--- src/rtl/apb_uart_arbiter_if.sv ---
// APB bus bundle between the UART arbiter (master) and the UART APB bridge (slave).
interface apb_uart_arbiter_if #(
  parameter int ADDR_WIDTH = 32,
  parameter int DATA_WIDTH = 8
);
  logic [ADDR_WIDTH-1:0] paddr;
  logic                  psel;
  logic                  penable;
  logic                  pwrite;
  logic [DATA_WIDTH-1:0] pwdata;
  logic                  pready;
  logic [DATA_WIDTH-1:0] prdata;
  logic                  pslverr;

  modport master (
    output paddr, psel, penable, pwrite, pwdata,
    input  pready, prdata, pslverr
  );

  modport slave (
    input  paddr, psel, penable, pwrite, pwdata,
    output pready, prdata, pslverr
  );
endinterface

--- src/rtl/apb_uart_arbiter.sv ---
// Two-requester round-robin APB master sharing one UART APB bridge.
// Drives SETUP/ACCESS, returns read data / error, and aborts an ACCESS phase
// that waits too long for pready so the bus can never lock up.
module apb_uart_arbiter #(
  parameter int ADDR_WIDTH = 32,
  parameter int DATA_WIDTH = 8,
  parameter int TO_WIDTH   = 4
) (
  input  logic                  pclk,
  input  logic                  prstn,
  input  logic                  req0_valid,
  input  logic                  req0_write,
  input  logic [ADDR_WIDTH-1:0] req0_addr,
  input  logic [DATA_WIDTH-1:0] req0_wdata,
  output logic                  req0_ready,
  output logic                  req0_done,
  output logic [DATA_WIDTH-1:0] req0_rdata,
  output logic                  req0_err,
  input  logic                  req1_valid,
  input  logic                  req1_write,
  input  logic [ADDR_WIDTH-1:0] req1_addr,
  input  logic [DATA_WIDTH-1:0] req1_wdata,
  output logic                  req1_ready,
  output logic                  req1_done,
  output logic [DATA_WIDTH-1:0] req1_rdata,
  output logic                  req1_err,
  apb_uart_arbiter_if.master    apb
);

  typedef enum logic [1:0] {
    ST_IDLE   = 2'd0,
    ST_SETUP  = 2'd1,
    ST_ACCESS = 2'd2
  } state_e;

  localparam logic [TO_WIDTH-1:0] WAIT_MAX = {TO_WIDTH{1'b1}};
  localparam logic [TO_WIDTH-1:0] WAIT_ONE = {{(TO_WIDTH-1){1'b0}}, 1'b1};

  state_e                state_q, state_d;
  logic                  last_grant_q, last_grant_d;  // also owner of the transfer in flight
  logic [ADDR_WIDTH-1:0] paddr_q, paddr_d;
  logic                  pwrite_q, pwrite_d;
  logic [DATA_WIDTH-1:0] pwdata_q, pwdata_d;
  logic                  psel_q, psel_d;
  logic                  penable_q, penable_d;
  logic [TO_WIDTH-1:0]   wait_q, wait_d;
  logic [1:0]            ready_q, ready_d;
  logic [1:0]            done_q, done_d;
  logic [1:0]            err_q, err_d;
  logic [DATA_WIDTH-1:0] rdata0_q, rdata0_d;
  logic [DATA_WIDTH-1:0] rdata1_q, rdata1_d;

  logic                  gnt_s;
  logic                  finish_s;
  logic [DATA_WIDTH-1:0] res_rdata_s;
  logic                  res_err_s;
  logic [TO_WIDTH-1:0]   wait_inc_s;

  // Next-state, arbitration and next-output computation for every register.
  always_comb begin
    state_d      = state_q;
    last_grant_d = last_grant_q;
    paddr_d      = paddr_q;
    pwrite_d     = pwrite_q;
    pwdata_d     = pwdata_q;
    psel_d       = psel_q;
    penable_d    = penable_q;
    wait_d       = wait_q;
    ready_d      = 2'b00;
    done_d       = 2'b00;
    err_d        = err_q;
    rdata0_d     = rdata0_q;
    rdata1_d     = rdata1_q;
    gnt_s        = 1'b0;
    finish_s     = 1'b0;
    res_rdata_s  = {DATA_WIDTH{1'b0}};
    res_err_s    = 1'b0;
    wait_inc_s   = wait_q + WAIT_ONE;

    case (state_q)
      ST_IDLE: begin
        psel_d    = 1'b0;
        penable_d = 1'b0;
        if (req0_valid || req1_valid) begin
          // On a tie the requester that did not own the last grant wins.
          if (req0_valid && req1_valid) begin
            gnt_s = ~last_grant_q;
          end else begin
            gnt_s = req1_valid;
          end
          last_grant_d = gnt_s;
          if (gnt_s) begin
            paddr_d  = req1_addr;
            pwrite_d = req1_write;
            pwdata_d = req1_wdata;
          end else begin
            paddr_d  = req0_addr;
            pwrite_d = req0_write;
            pwdata_d = req0_wdata;
          end
          wait_d         = {TO_WIDTH{1'b0}};
          psel_d         = 1'b1;
          ready_d[gnt_s] = 1'b1;
          state_d        = ST_SETUP;
        end else begin
          state_d = ST_IDLE;
        end
      end
      ST_SETUP: begin
        psel_d    = 1'b1;
        penable_d = 1'b1;
        state_d   = ST_ACCESS;
      end
      ST_ACCESS: begin
        if (apb.pready) begin
          finish_s    = 1'b1;
          res_rdata_s = pwrite_q ? {DATA_WIDTH{1'b0}} : apb.prdata;
          res_err_s   = apb.pslverr;
        end else if (wait_inc_s == WAIT_MAX) begin
          // Slave never answered: abort with an error so the requester moves on.
          finish_s    = 1'b1;
          res_rdata_s = {DATA_WIDTH{1'b0}};
          res_err_s   = 1'b1;
        end else begin
          wait_d = wait_inc_s;
        end
      end
      default: begin
        psel_d    = 1'b0;
        penable_d = 1'b0;
        state_d   = ST_IDLE;
      end
    endcase

    if (finish_s) begin
      psel_d                = 1'b0;
      penable_d             = 1'b0;
      state_d               = ST_IDLE;
      done_d[last_grant_q]  = 1'b1;
      err_d[last_grant_q]   = res_err_s;
      if (last_grant_q) begin
        rdata1_d = res_rdata_s;
      end else begin
        rdata0_d = res_rdata_s;
      end
    end else begin
      done_d = 2'b00;
    end
  end

  // State and registered outputs; reset drops the bus and any transfer in flight.
  always_ff @(posedge pclk or negedge prstn) begin
    if (!prstn) begin
      state_q      <= ST_IDLE;
      last_grant_q <= 1'b1;
      paddr_q      <= {ADDR_WIDTH{1'b0}};
      pwrite_q     <= 1'b0;
      pwdata_q     <= {DATA_WIDTH{1'b0}};
      psel_q       <= 1'b0;
      penable_q    <= 1'b0;
      wait_q       <= {TO_WIDTH{1'b0}};
      ready_q      <= 2'b00;
      done_q       <= 2'b00;
      err_q        <= 2'b00;
      rdata0_q     <= {DATA_WIDTH{1'b0}};
      rdata1_q     <= {DATA_WIDTH{1'b0}};
    end else begin
      state_q      <= state_d;
      last_grant_q <= last_grant_d;
      paddr_q      <= paddr_d;
      pwrite_q     <= pwrite_d;
      pwdata_q     <= pwdata_d;
      psel_q       <= psel_d;
      penable_q    <= penable_d;
      wait_q       <= wait_d;
      ready_q      <= ready_d;
      done_q       <= done_d;
      err_q        <= err_d;
      rdata0_q     <= rdata0_d;
      rdata1_q     <= rdata1_d;
    end
  end

  assign apb.paddr   = paddr_q;
  assign apb.psel    = psel_q;
  assign apb.penable = penable_q;
  assign apb.pwrite  = pwrite_q;
  assign apb.pwdata  = pwdata_q;

  assign req0_ready = ready_q[0];
  assign req1_ready = ready_q[1];
  assign req0_done  = done_q[0];
  assign req1_done  = done_q[1];
  assign req0_err   = err_q[0];
  assign req1_err   = err_q[1];
  assign req0_rdata = rdata0_q;
  assign req1_rdata = rdata1_q;

endmodule

--- src/flat_wrapper.sv ---
// flat-port wrapper written by rule: the top's interface ports become plain ports
module apb_uart_arbiter_flat 
#(
  parameter int ADDR_WIDTH = 32,
  parameter int DATA_WIDTH = 8,
  parameter int TO_WIDTH   = 4
)
  (pclk, prstn, req0_valid, req0_write, req0_addr, req0_wdata, req0_ready, req0_done, req0_rdata, req0_err, req1_valid, req1_write, req1_addr, req1_wdata, req1_ready, req1_done, req1_rdata, req1_err, apb_paddr, apb_psel, apb_penable, apb_pwrite, apb_pwdata, apb_pready, apb_prdata, apb_pslverr);
  apb_uart_arbiter_if #(.ADDR_WIDTH(ADDR_WIDTH), .DATA_WIDTH(DATA_WIDTH)) apb_i ();
  input  logic pclk;
  input  logic prstn;
  input  logic req0_valid;
  input  logic req0_write;
  input  logic [ADDR_WIDTH-1:0] req0_addr;
  input  logic [DATA_WIDTH-1:0] req0_wdata;
  output logic req0_ready;
  output logic req0_done;
  output logic [DATA_WIDTH-1:0] req0_rdata;
  output logic req0_err;
  input  logic req1_valid;
  input  logic req1_write;
  input  logic [ADDR_WIDTH-1:0] req1_addr;
  input  logic [DATA_WIDTH-1:0] req1_wdata;
  output logic req1_ready;
  output logic req1_done;
  output logic [DATA_WIDTH-1:0] req1_rdata;
  output logic req1_err;
  output wire logic [$bits(apb_i.paddr)-1:0] apb_paddr;
  output wire logic [$bits(apb_i.psel)-1:0] apb_psel;
  output wire logic [$bits(apb_i.penable)-1:0] apb_penable;
  output wire logic [$bits(apb_i.pwrite)-1:0] apb_pwrite;
  output wire logic [$bits(apb_i.pwdata)-1:0] apb_pwdata;
  input wire logic [$bits(apb_i.pready)-1:0] apb_pready;
  input wire logic [$bits(apb_i.prdata)-1:0] apb_prdata;
  input wire logic [$bits(apb_i.pslverr)-1:0] apb_pslverr;
  assign apb_paddr = apb_i.paddr;
  assign apb_psel = apb_i.psel;
  assign apb_penable = apb_i.penable;
  assign apb_pwrite = apb_i.pwrite;
  assign apb_pwdata = apb_i.pwdata;
  assign apb_i.pready = apb_pready;
  assign apb_i.prdata = apb_prdata;
  assign apb_i.pslverr = apb_pslverr;
  apb_uart_arbiter #(.ADDR_WIDTH(ADDR_WIDTH), .DATA_WIDTH(DATA_WIDTH), .TO_WIDTH(TO_WIDTH)) u_core (.pclk(pclk), .prstn(prstn), .req0_valid(req0_valid), .req0_write(req0_write), .req0_addr(req0_addr), .req0_wdata(req0_wdata), .req0_ready(req0_ready), .req0_done(req0_done), .req0_rdata(req0_rdata), .req0_err(req0_err), .req1_valid(req1_valid), .req1_write(req1_write), .req1_addr(req1_addr), .req1_wdata(req1_wdata), .req1_ready(req1_ready), .req1_done(req1_done), .req1_rdata(req1_rdata), .req1_err(req1_err), .apb(apb_i));
endmodule
--- config.mk ---
export PLATFORM = sky130hd
export DESIGN_NAME = apb_uart_arbiter_flat
export DESIGN_NICKNAME = d
export VERILOG_FILES = /design/src/rtl/apb_uart_arbiter_if.sv /design/src/rtl/apb_uart_arbiter.sv /design/src/flat_wrapper.sv
export SDC_FILE = /design/constraint.sdc
export NUM_CORES = 1
export LEC_CHECK = 0
export CAP_MARGIN = 20
export CORE_UTILIZATION = 35
export DETAILED_ROUTE_END_ITERATION = 16
export GPL_ROUTABILITY_DRIVEN = 0
export GPL_TIMING_DRIVEN = 0
export HOLD_SLACK_MARGIN = 0.02
export PLACE_DENSITY = 0.78
export SYNTH_ARGS = -nofsm -noshare
export SYNTH_HDL_FRONTEND = slang
export SYNTH_SLANG_ARGS = --single-unit
--- constraint.sdc ---
create_clock -name pclk -period 1.8 [get_ports pclk]
set_input_delay 0.36 -clock pclk [delete_from_list [all_inputs] [get_ports pclk]]
set_output_delay 0.36 -clock pclk [all_outputs]
set_load 0.01 [all_outputs]
-- Word-level counts from Yosys, hierarchy flattened
Cells that the tools add are included.
- flip-flop bits (word level): 72
- input bits: 96
- logic and storage cells: 70
- add/sub/neg operators: 1
- magnitude comparators: 4
- equal/unequal tests: 7
- muxes and demuxes: 34
- bitwise operators: 1
- reduce and logical (&&, ||, !) cells: 10
- operators by type and width (cell ; number):
    $mux W32 ; 1
    $mux W8 ; 4
    $mux W1 ; 15
    $mux W4 ; 3
    $mux W2 ; 4
    $pmux W4 S2 ; 1
    $pmux W2 S3 ; 1
    $reduce_and A2 Y1 ; 3
    $add A4 B1 Y4 const B ; 1
    $eq A4 B4 Y1 const B ; 1
    $lt A1 B2 Y1 const B ; 2
    $ne A2 B1 Y1 const B ; 2
    $ne A2 B2 Y1 const B ; 2
    $reduce_and A4 Y1 ; 1
    $logic_and A1 B1 Y1 ; 3
    $pmux W1 S3 ; 1
    $bwmux W2 ; 1
    $demux W1 S1 ; 2
    $eq A2 B1 Y1 const B ; 1
    $eq A2 B2 Y1 const B ; 1
    $ge A1 B1 Y1 const B ; 2
    $logic_not A2 Y1 ; 1
    $pmux W1 S2 ; 1
    $reduce_bool A2 Y1 ; 1
    2 further kinds ; 2

-- Logic depth before layout (Yosys ltp)
Gate-level depths: netlist (run 1).
- depth after elaboration: 10
- depth in mapped cells: 7
- mapped depth without buffers: 5

-- Least setup slack after synthesis (run 1)
OpenSTA, ideal clock, no wires.
- path kind: flip-flop to flip-flop
- start: register u_core.wait_q[0]
- end: register u_core.wait_q[0]
- setup time: 0.125 ns
- arrival time: 1.492 ns
- data required time: 1.675 ns
- path slack: 0.183 ns
- stages on the path, launching flop included: 6
- buffers on the path: 0
- cell sequence: dfrtp_1 ha_1 xor2_1 nand2_1 o21ai_1 mux2_2
- word-level cells in the longest chain between the ends: 4
- elaborated cells on any way between the ends: 7
- RTL lines (item ; RTL line ; text):
    start: declaration ; apb_uart_arbiter.sv:46 ; logic [TO_WIDTH-1:0] wait_q, wait_d;
    start signal: assignment ; apb_uart_arbiter.sv:161 ; wait_q <= {TO_WIDTH{1'b0}};
    start signal: assignment ; apb_uart_arbiter.sv:175 ; wait_q <= wait_d;
    $add A4 B1 Y4 (*) ; apb_uart_arbiter.sv:78 ; wait_inc_s = wait_q + WAIT_ONE;
    $eq A4 B4 Y1 or $mux W4 (tied branches) ; apb_uart_arbiter.sv:119 ; end else if (wait_inc_s == WAIT_MAX) begin
    $ne A2 B2 Y1 (no source line) or $mux W4 (tied branches) ; -- ;
    $reduce_and A4 Y1 (no source line) or $pmux W4 S2 (tied branches) ; -- ;
Mark *: on every way between the ends. The rest lies on a longest branch, timed or not. The select of a mux whose other input is x is not followed.
A chain may end at the register's enable or synchronous reset.

-- Final worst setup path (run 1)
- start: register u_core.wait_q[0]
- end: register u_core.err_q[0]
- word-level cells in the longest chain between the ends: 6
- elaborated cells on any way between the ends: 8
- RTL lines (item ; RTL line ; text):
    $add A4 B1 Y4 (*) ; apb_uart_arbiter.sv:78 ;
    $eq A4 B4 Y1 (*) ; apb_uart_arbiter.sv:119 ;
    $mux W1 (*) ; apb_uart_arbiter.sv:119 ;
    $mux W1 ; apb_uart_arbiter.sv:115 ; if (apb.pready) begin
    $mux W1 ; apb_uart_arbiter.sv:80 ; case (state_q)
    $bwmux W2 ; apb_uart_arbiter.sv:140 ; err_d[last_grant_q] = res_err_s;
    end signal: assignment ; apb_uart_arbiter.sv:178 ; err_q <= err_d;
    end: declaration ; apb_uart_arbiter.sv:49 ; logic [1:0] err_q, err_d;
Mark *: on every way between the ends. The rest lies on a longest branch, timed or not.

==> impl_metrics.tcl, run 1 <==
set metrics [dict create \
    hold_violations 0 \
    yosysTopAreaCell "dfrtp_1" \
    critPathBufInv 0 \
    dp_hpwl_mm 6.89 \
    ys_types 43 \
    viasPerCell 5.37 \
    synth-seq-cells 71 \
    design.core.area_um2 8760 \
    drive_above_1_share_pct 11.2 \
    h-tree-depth 3 \
    drt_iter0_markers 237 \
    clock_skew_ns 0.0111 \
    syn_to_final_growth_pct 64.4 \
    synth.avg_cell_area_um2 10.9 \
    cap_violations 0 \
    fillers 744 \
    p_per_area_nw_per_um2 1570 \
    cp-startpoint "u_core.wait_q[0]$_DFFE_PN0P_" \
    diodes 0 \
    worstPathCellList "ha_2 -> xor2_1 -> nand2_2 -> or4_1 -> nand3_1" \
    die_h_um 97.4 \
    grt_pass1_wl_mm 15.4 \
    post-route-min-period_ns 1.74 \
    clock_tree.root_cell "clkbuf_8" \
    syn_area_um2 3180 \
    yosysWarnings 0 \
    cts.path.max_buffers 2 \
    path_class "register to register" \
    finalSetupTns_ns 0 \
    setup_viol 0 \
    ant_nets 0 \
    rr_worst_depth 5 \
    grt_pass1_vias 3106 \
    nets 565 \
    grt_max_degree 72 \
    yosysSeqAreaShare_pct 55.9 \
    grt_use_total_pct 20.2 \
    cts_tree "yes" \
    synth_most_common_cell "dfrtp_1" \
    synth_edf_count 0 \
    fmax_ghz 0.574 \
    antenna_found_initial 0 \
    yosys.area.top_type_share_pct 55.0 \
    power.leakage_nw 2.37 \
    tightest_slew_ns 0.898 \
    cp-end-kind "register" \
    outcome "completed" \
    vias 3112 \
    num_rows 34 \
    ctsHoldBuffers 0 \
    clk-insertion-delay-late_ns 0.34 \
    drc 0 \
    hp-class "input pin to asynchronous set/reset pin" \
    dieArea_um2 9480 \
    wl_mm 9.63 \
    cts.clk_slew.worst_paths_ns 0.08 \
    ios 161 \
    grt-ovfl-total 0 \
    first_pass_iters 7 \
    netlist_instances 291 \
    synth-async-reset-ratio_pct 100 \
    synth_fp_nets 389 \
    cp.required_ns 2.06 \
    path_delay_family "simple AND/OR/NAND/NOR gates" \
    final_cell_area_um2 5230 \
    initial_core_util_pct 36.3 \
    cp_slowest_cell "or4_1" \
    max_stage_delay_ns 0.56 \
    synth_commonest_cells "dfrtp_1 (70), inv_1 (36), a222oi_1 (32), nand2_1 (30), o21ai_0 (25)" \
    crit_path_start_kind "register" \
    r2r_slack_ns 0.06 \
    cts-buffers-inserted 9 \
    fin_crit_sh_pct 96.8 \
    yosys-top-cells-area "dfrtp_1 (55%), a222oi_1 (10%), inv_1 (4.2%)" \
    report.final.slew_viol_count 0 \
    grt_setup_unrepaired "true" \
    placed_cell_area_um2 4920 \
    clock_sinks 71 \
    routedWlPerCell_um 16.6 \
    ys.flop_type "dfrtp_1" \
    critPathMaxFanout 8 \
    worstReg2RegStart "u_core.wait_q[0]$_DFFE_PN0P_" \
    die_w_um 97.4 \
    port_buffers 160 \
    worst-endpoint-arrival_ns 2.00 \
    worst_slew_margin_rel_pct 40.2 \
    reg2reg_to "u_core.err_q[0]$_DFFE_PN0P_" \
    vdd.ir_drop.worst_uv 811 \
]
## report_power, final
group / total, mW / switching (mW) / internal [mW]
Combinational: 4.00 / 1.86 / 2.14
Sequential: 2.74 / 0.451 / 2.29
Clock: 1.45 / 0.589 / 0.857
Total: 8.19 / 2.90 / 5.29
## flip-flops by register name, summed over array words and instances (netlist names)
| signal | count |
|---|---|
| u_core.done_q | 2 |
| u_core.req0_rdata | 8 |
| u_core.req1_rdata | 8 |
| u_core.wait_q | 4 |
| u_core.state_q | 2 |
| u_core.last_grant_q | 1 |
| u_core.apb.pwrite | 1 |
| u_core.apb.pwdata | 8 |
| u_core.apb.paddr | 32 |
| u_core.ready_q | 2 |
| u_core.apb.psel | 1 |
| u_core.err_q | 2 |
## placed cells by master (no fill, tap or decap), drive strengths merged, types with 3 or more instances in the layout
| cell | synthesis | layout |
|---|---|---|
| clkdlybuf4s50 | 0 | 157 |
| dfrtp | 70 | 70 |
| inv | 37 | 38 |
| a222oi | 32 | 32 |
| nand2 | 30 | 30 |
| o21ai | 29 | 29 |
| clkbuf | 9 | 20 |
| buf | 11 | 17 |
| a22oi | 16 | 16 |
| mux2i | 10 | 10 |
| nor2 | 7 | 7 |
| nand3 | 4 | 4 |
| a21oi | 4 | 4 |
| nand2b | 3 | 3 |
| nor3 | 3 | 3 |
## timing repair
| action | in CTS | in global routing |
|---|---|---|
| endpoints found under the setup margin | 21 | 57 |
| cloned | 0 | 0 |
| buffers inserted | 0 | 5 |
| pin swaps | 1 | 5 |
| gates resized for setup | 6 | 13 |
## metal layers
metal | vias to the layer above | wire length [um] | GRT usage [%]
met5 | - | 0 | 0
met4 | 0 | 210 | 7.58
met1 | 1504 | 3930 | 24.8
li1 | 1420 | - | -
met2 | 171 | 4680 | 34.1
met3 | 17 | 810 | 5.40
## layout make-up
type	count	area, um2	area share [%]
flip-flops and latches	71	1780	34.0
repair buffers	165	1630	31.2
multi-input cells	163	1180	22.6
clock buffers	11	151	2.89
inverters	37	139	2.65
well taps	108	135	2.58
plain buffers	20	134	2.56
clock inverters	5	78.8	1.51
## through the flow
| stage | utilization, % | std cells | power (mW) | setup WS (ns) | hold slack, ns |
|---|---|---|---|---|---|
| global route | 59.7 | 580 | 8.72 | -0.0468 | 0.221 |
| global placement | 56.1 | 559 | 6.51 | -2.06 | 0.463 |
| floorplan | - | 291 | 4.62 | 0.183 | 0.0644 |
| finish | 59.7 | 580 | 8.19 | 0.0570 | 0.128 |
| CTS | 58.9 | 575 | 8.13 | 0.00486 | 0.176 |
| detailed placement | 56.1 | 559 | 6.64 | -0.381 | 0.471 |
## worst max-delay path by stage
stage                                       end  slack [ns]  cells past startpoint
2_1_floorplan      u_core.wait_q[0]$_DFFE_PN0P_        0.18                      5
3_3_place_gp   u_core.apb.paddr[25]$_DFFE_PN0N_       -2.06                      1
3_5_place_dp   u_core.apb.paddr[21]$_DFFE_PN0N_       -0.38                      8
4_1_cts        u_core.apb.pwdata[1]$_DFFE_PN0N_       0.005                      7
5_1_grt        u_core.apb.pwdata[1]$_DFFE_PN0N_       -0.05                      7
6_report            u_core.err_q[0]$_DFFE_PN0P_        0.06                      5
## cells by family (layout without fill, tap and decap cells)
| kind of cell | after synthesis | after routing | synth area share, % |
|---|---|---|---|
| flops | 71 | 71 | 55.9 |
| mux | 12 | 12 | 3.97 |
| compound gates | 91 | 91 | 22.0 |
| fa+ha+maj | 2 | 2 | 0.786 |
| buf+inv | 57 | 238 | 8.37 |
| simple gates | 57 | 57 | 8.73 |
| xor+xnor | 1 | 1 | 0.275 |
No activity file was read; power rests on OpenSTA's default activity.
==> inputs of run 2 (changes only) <==
- SKIP_CTS_REPAIR_TIMING: not set -> 1
==> run 2 against run 1 <==
Die area unchanged. Combinational power about the same. Non-clock buffer count down 1. Register-to-register slack better by 0.02 ns. Largest cell class unchanged. Largest power group unchanged.
==> impl_metrics.tcl, run 2 (synthesized netlist as in run 1, its figures left out) <==
set metrics [dict create \
    antenna_found_initial 0 \
    drc 0 \
    final_cell_area_um2 5240 \
    drive_above_1_share_pct 11.5 \
    placed_cell_area_um2 4920 \
    power.leakage_nw 2.39 \
    cp.required_ns 2.06 \
    first_pass_iters 6 \
    routedWlPerCell_um 16.6 \
    tightest_slew_ns 0.905 \
    viasPerCell 5.29 \
    syn_to_final_growth_pct 64.6 \
    layout_commonest_cell "clkdlybuf4s50_1" \
    fmax_ghz 0.579 \
    cp_slowest_cell "or4_1" \
    use_met1_pct 24.8 \
    grt_use_total_pct 20.3 \
    wl_mm 9.60 \
    dp_slack_ns -0.381 \
    layout_setup_ws_ns 0.0740 \
    grt_pass1_wl_mm 15.4 \
    post-route-min-period_ns 1.73 \
    grt-ovfl-total 0 \
    worstPathCellList "ha_2 -> xor2_1 -> nand2_2 -> or4_1 -> nand3_1" \
    vdd.ir_drop.worst_uv 812 \
    p_total_mw 8.19 \
    grt_pass1_vias 3111 \
    worst-endpoint-arrival_ns 1.99 \
    final_cell_mix "clkdlybuf4s50_1 (157), dfrtp_1 (70), inv_1 (36), a222oi_1 (32), nand2_1 (29)" \
    grt.met2_usage_pct 34.1 \
    path_class "register to register" \
    finalSetupTns_ns 0 \
    cts_tree "yes" \
    clock_skew_ns 0.00828 \
    vias 3061 \
    h-tree-depth 3 \
    diodes 0 \
    crit_path_start_kind "register" \
    grt-busiest-layer "met2" \
    ios 161 \
    die_h_um 97.4 \
    cts.path.max_buffers 2 \
    hp-class "input pin to asynchronous set/reset pin" \
    critPathBufInv 0 \
    cap_violations 0 \
    clock_sinks 71 \
    outcome "completed" \
    die_w_um 97.4 \
    critPathMaxFanout 8 \
    met3_usage_pct 5.40 \
    clock_tree.root_cell "clkbuf_8" \
    drt_iter0_markers 234 \
    hold_violations 0 \
    initial_core_util_pct 36.3 \
    port_buffers 160 \
    largest_reg_flops 32 \
    path_delay_family "simple AND/OR/NAND/NOR gates" \
    num_rows 34 \
    cp-end-kind "register" \
    report.final.slew_viol_count 0 \
    dp_hpwl_mm 6.89 \
    fin_crit_sh_pct 95.9 \
    cts.clk_slew.worst_paths_ns 0.08 \
    p_per_area_nw_per_um2 1560 \
    dieArea_um2 9480 \
    nets 564 \
    grt_max_degree 72 \
    clk-insertion-delay-late_ns 0.33 \
    worst_slew_margin_rel_pct 39.6 \
    grt_setup_unrepaired "false" \
    setup_viol 0 \
    design.core.area_um2 8760 \
    ant_nets 0 \
    cts-buffers-inserted 9 \
    max_stage_delay_ns 0.55 \
]
==> run 2: worst register-to-register path: stages, from the launching register on <==
cell and delay, ns:
dfrtp_1 0.42, ha_2 0.22, xor2_1 0.18, nand2_2 0.18
or4_1 0.55, nand3_1 0.09
==> run 2: layer usage <==
layer | wire, um | share of wire, %
met3 | 707 | 7.4
met2 | 4670 | 49
met4 | 196 | 2.0
met5 | 0 | 0
met1 | 4020 | 42
==> run 2: metrics by stage <==
| stage | hold WS, ns | util, % | instances |
|---|---|---|---|
| 5_1_grt | 0.221 | 59.8 | 579 |
| 6_report | 0.122 | 59.8 | 579 |
| 3_5_place_dp | 0.471 | 56.1 | 559 |
| 2_1_floorplan | 0.0644 | - | 291 |
| 4_1_cts | 0.176 | 58.7 | 575 |
| 3_3_place_gp | 0.463 | 56.1 | 559 |
==> run 2: worst paths after layout <==
kind,slack (ns),endpoint,startpoint,cells after the start
worst max register to register,0.07,u_core.err_q[0]$_DFFE_PN0P_,u_core.wait_q[0]$_DFFE_PN0P_,5
worst max-delay path,0.07,u_core.err_q[0]$_DFFE_PN0P_,u_core.wait_q[0]$_DFFE_PN0P_,5
max in group asynchronous,1.06,u_core.apb.paddr[2]$_DFFE_PN0N_,prstn,1
min in group pclk,0.48,u_core.apb.pwdata[7]$_DFFE_PN0N_,u_core.apb.pwdata[7]$_DFFE_PN0N_,2
worst min-delay path,0.12,u_core.state_q[1]$_DFFE_PN0P_,prstn,1
worst min register to register,0.48,u_core.apb.pwdata[7]$_DFFE_PN0N_,u_core.apb.pwdata[7]$_DFFE_PN0N_,2
==> run 2: report_power, final <==
part | internal [mW] | switching (mW)
clock | 0.857 | 0.592
sequential | 2.29 | 0.459
combinational | 2.14 | 1.85
==> run 2: cell type report <==
class	count	area, um2
multi-input cells	163	1190
well taps	108	135
clock inverters	5	78.8
fillers	747	3520
flip-flops and latches	71	1780
inverters	37	139
plain buffers	19	126
repair buffers	165	1640
clock buffers	11	151
==> inputs of run 3 (changes only) <==
- CORE_MARGIN: not set -> 2
- CTS_BUF_LIST: not set -> sky130_fd_sc_hd__clkbuf_4
- CTS_CLUSTER_DIAMETER: not set -> 120
==> run 3 against run 2 <==
Global-route usage fell by 0.41 points. Non-clock buffer count rose by 1. Cell count rose by 0.17%. Sequential power barely moved. Die area rose by 4.2%. Clock power fell by 21%. First-iteration DRC count fell by 14%. Via count fell by 0.98%. Largest cell class is now non-clock buffers. Largest power group unchanged.
==> impl_metrics.tcl, run 3 (synthesized netlist as in run 1, its figures left out) <==
set metrics [dict create \
    outcome "completed" \
    vdd.ir_drop.worst_uv 700 \
    drc 0 \
    cap_violations 0 \
    report.final.slew_viol_count 0 \
    clock_tree.root_cell "clkbuf_4" \
    r2r_slack_ns 0.11 \
    nets 565 \
    num_rows 34 \
    rr_worst_depth 6 \
    drive_above_1_share_pct 11.2 \
    ant_nets 0 \
    die_w_um 99.4 \
    hp-class "input pin to asynchronous set/reset pin" \
    fillers 767 \
    max_stage_delay_ns 0.55 \
    cp-endpoint "req1_rdata[3]" \
    path_class "register to output pin" \
    placed_cell_area_um2 4920 \
    p_total_mw 7.87 \
    wl_mm 9.48 \
    crit_path_start_kind "register" \
    post-route-min-period_ns 1.72 \
    path_depth 1 \
    cp_slowest_cell "clkdlybuf4s50_1" \
    diodes 0 \
    power.leakage_nw 2.36 \
    path_delay_family "buffers and inverters" \
    dieArea_um2 9870 \
    worstReg2RegStart "u_core.wait_q[0]$_DFFE_PN0P_" \
    hold_violations 0 \
    fin_crit_sh_pct 95.5 \
    grt_max_degree 72 \
    worstPathCellList "clkdlybuf4s50_1" \
    cts_tree "yes" \
    first_pass_iters 5 \
    cp-end-kind "output pin" \
    worst-endpoint-arrival_ns 1.36 \
    h-tree-depth 3 \
    port_buffers 160 \
    grt_setup_unrepaired "false" \
    multi_input_area_um2 1180 \
    critPathMaxFanout 3 \
    initial_core_util_pct 36.3 \
    design.core.area_um2 8760 \
    layout_setup_ws_ns 0.0817 \
    largest_reg_flops 32 \
    cp.required_ns 1.44 \
    viasPerCell 5.23 \
    finalSetupTns_ns 0 \
    clk-insertion-delay-late_ns 0.41 \
    grt_use_total_pct 19.8 \
    clock_skew_ns 0.0121 \
    reg2reg_to "u_core.req0_rdata[4]$_DFFE_PN0P_" \
    cts.clk_slew.worst_paths_ns 0.11 \
    antenna_found_initial 0 \
    cp-startpoint "u_core.req1_rdata[3]$_DFFE_PN0P_" \
    tightest_slew_ns 0.902 \
    ios 161 \
    routedWlPerCell_um 16.4 \
    final_cell_mix "clkdlybuf4s50_1 (157), dfrtp_1 (70), inv_1 (36), a222oi_1 (32), nand2_1 (29)" \
    setup_viol 0 \
    vias 3031 \
    cts-buffers-inserted 9 \
    cts.path.max_buffers 2 \
    worst_slew_margin_rel_pct 39.9 \
    syn_to_final_growth_pct 62.8 \
    dp_hpwl_mm 6.97 \
    final_cell_area_um2 5180 \
    grt_pass1_wl_mm 15.7 \
    clock_sinks 71 \
    p_per_area_nw_per_um2 1520 \
    dp_slack_ns -0.398 \
    layout_commonest_cell "clkdlybuf4s50_1" \
    drt_iter0_markers 202 \
    die_h_um 99.4 \
    fmax_ghz 0.582 \
    grt-ovfl-total 0 \
    critPathBufInv 1 \
    seqCellArea_um2 1780 \
    utilization_pct 59.1 \
    grt_pass1_vias 3255 \
]
run 3: cell count changes in the layout (fill, tap and decap cells not counted):
cell / change
clkbuf_2: +3
clkbuf_8: -11
nor2_2: -3
inv_6: -1
clkbuf_1: -2
ha_1: +1
clkbuf_4: +12
buf_2: -1
nor2_1: +3
buf_12: +1
ha_2: -1
run 3: how the worst min path moves through the flow:
stage	cells after the start	end	slack [ns]	startpoint
after floorplan	0	u_core.apb.paddr[0]$_DFFE_PN0N_	0.06	prstn
after global placement	2	u_core.apb.paddr[4]$_DFFE_PN0N_	0.46	u_core.apb.paddr[4]$_DFFE_PN0N_
after detailed placement	2	u_core.apb.pwdata[7]$_DFFE_PN0N_	0.47	u_core.apb.pwdata[7]$_DFFE_PN0N_
after CTS	1	u_core.done_q[0]$_DFF_PN0_	0.09	prstn
after global routing	1	u_core.apb.paddr[2]$_DFFE_PN0N_	0.12	prstn
final	1	u_core.done_q[0]$_DFF_PN0_	0.06	prstn
run 3: through the flow:
step | cells | hold slack (ns)
finish | 580 | 0.0638
global route | 580 | 0.119
CTS | 575 | 0.0875
detailed placement | 559 | 0.469
global placement | 559 | 0.465
floorplan | 291 | 0.0644
run 3: where the power goes:
| group | switching, mW | internal, mW |
|---|---|---|
| clock network | 0.543 | 0.608 |
| registers | 0.452 | 2.29 |
| logic | 1.82 | 2.16 |
| total | 2.82 | 5.06 |
run 3: area by class of cell:
type / instances / area share (%)
Sequential cell: 71 / 34.3
Timing Repair Buffer: 166 / 32.1
Multi-Input combinational cell: 163 / 22.7
Inverter: 37 / 2.68
Tap cell: 108 / 2.61
Buffer: 19 / 2.49
Clock buffer: 12 / 1.74
Clock inverter: 4 / 1.35
run 3: per-layer routing:
layer | routed length (um) | vias to the layer above | GRT usage, %
li1 | - | 1428 | -
met1 | 3690 | 1441 | 24.0
met3 | 842 | 15 | 5.90
met4 | 182 | 0 | 7.69
met5 | 0 | - | 0
met2 | 4770 | 147 | 33.4
run 3: worst register-to-register path, cell delays in order, from the launching register on:
cell and delay (ns):
dfrtp_1 0.40, buf_4 0.14, nand3_1 0.14, mux2i_4 0.45
nor2_4 0.08, clkbuf_4 0.19, o21ai_0 0.20
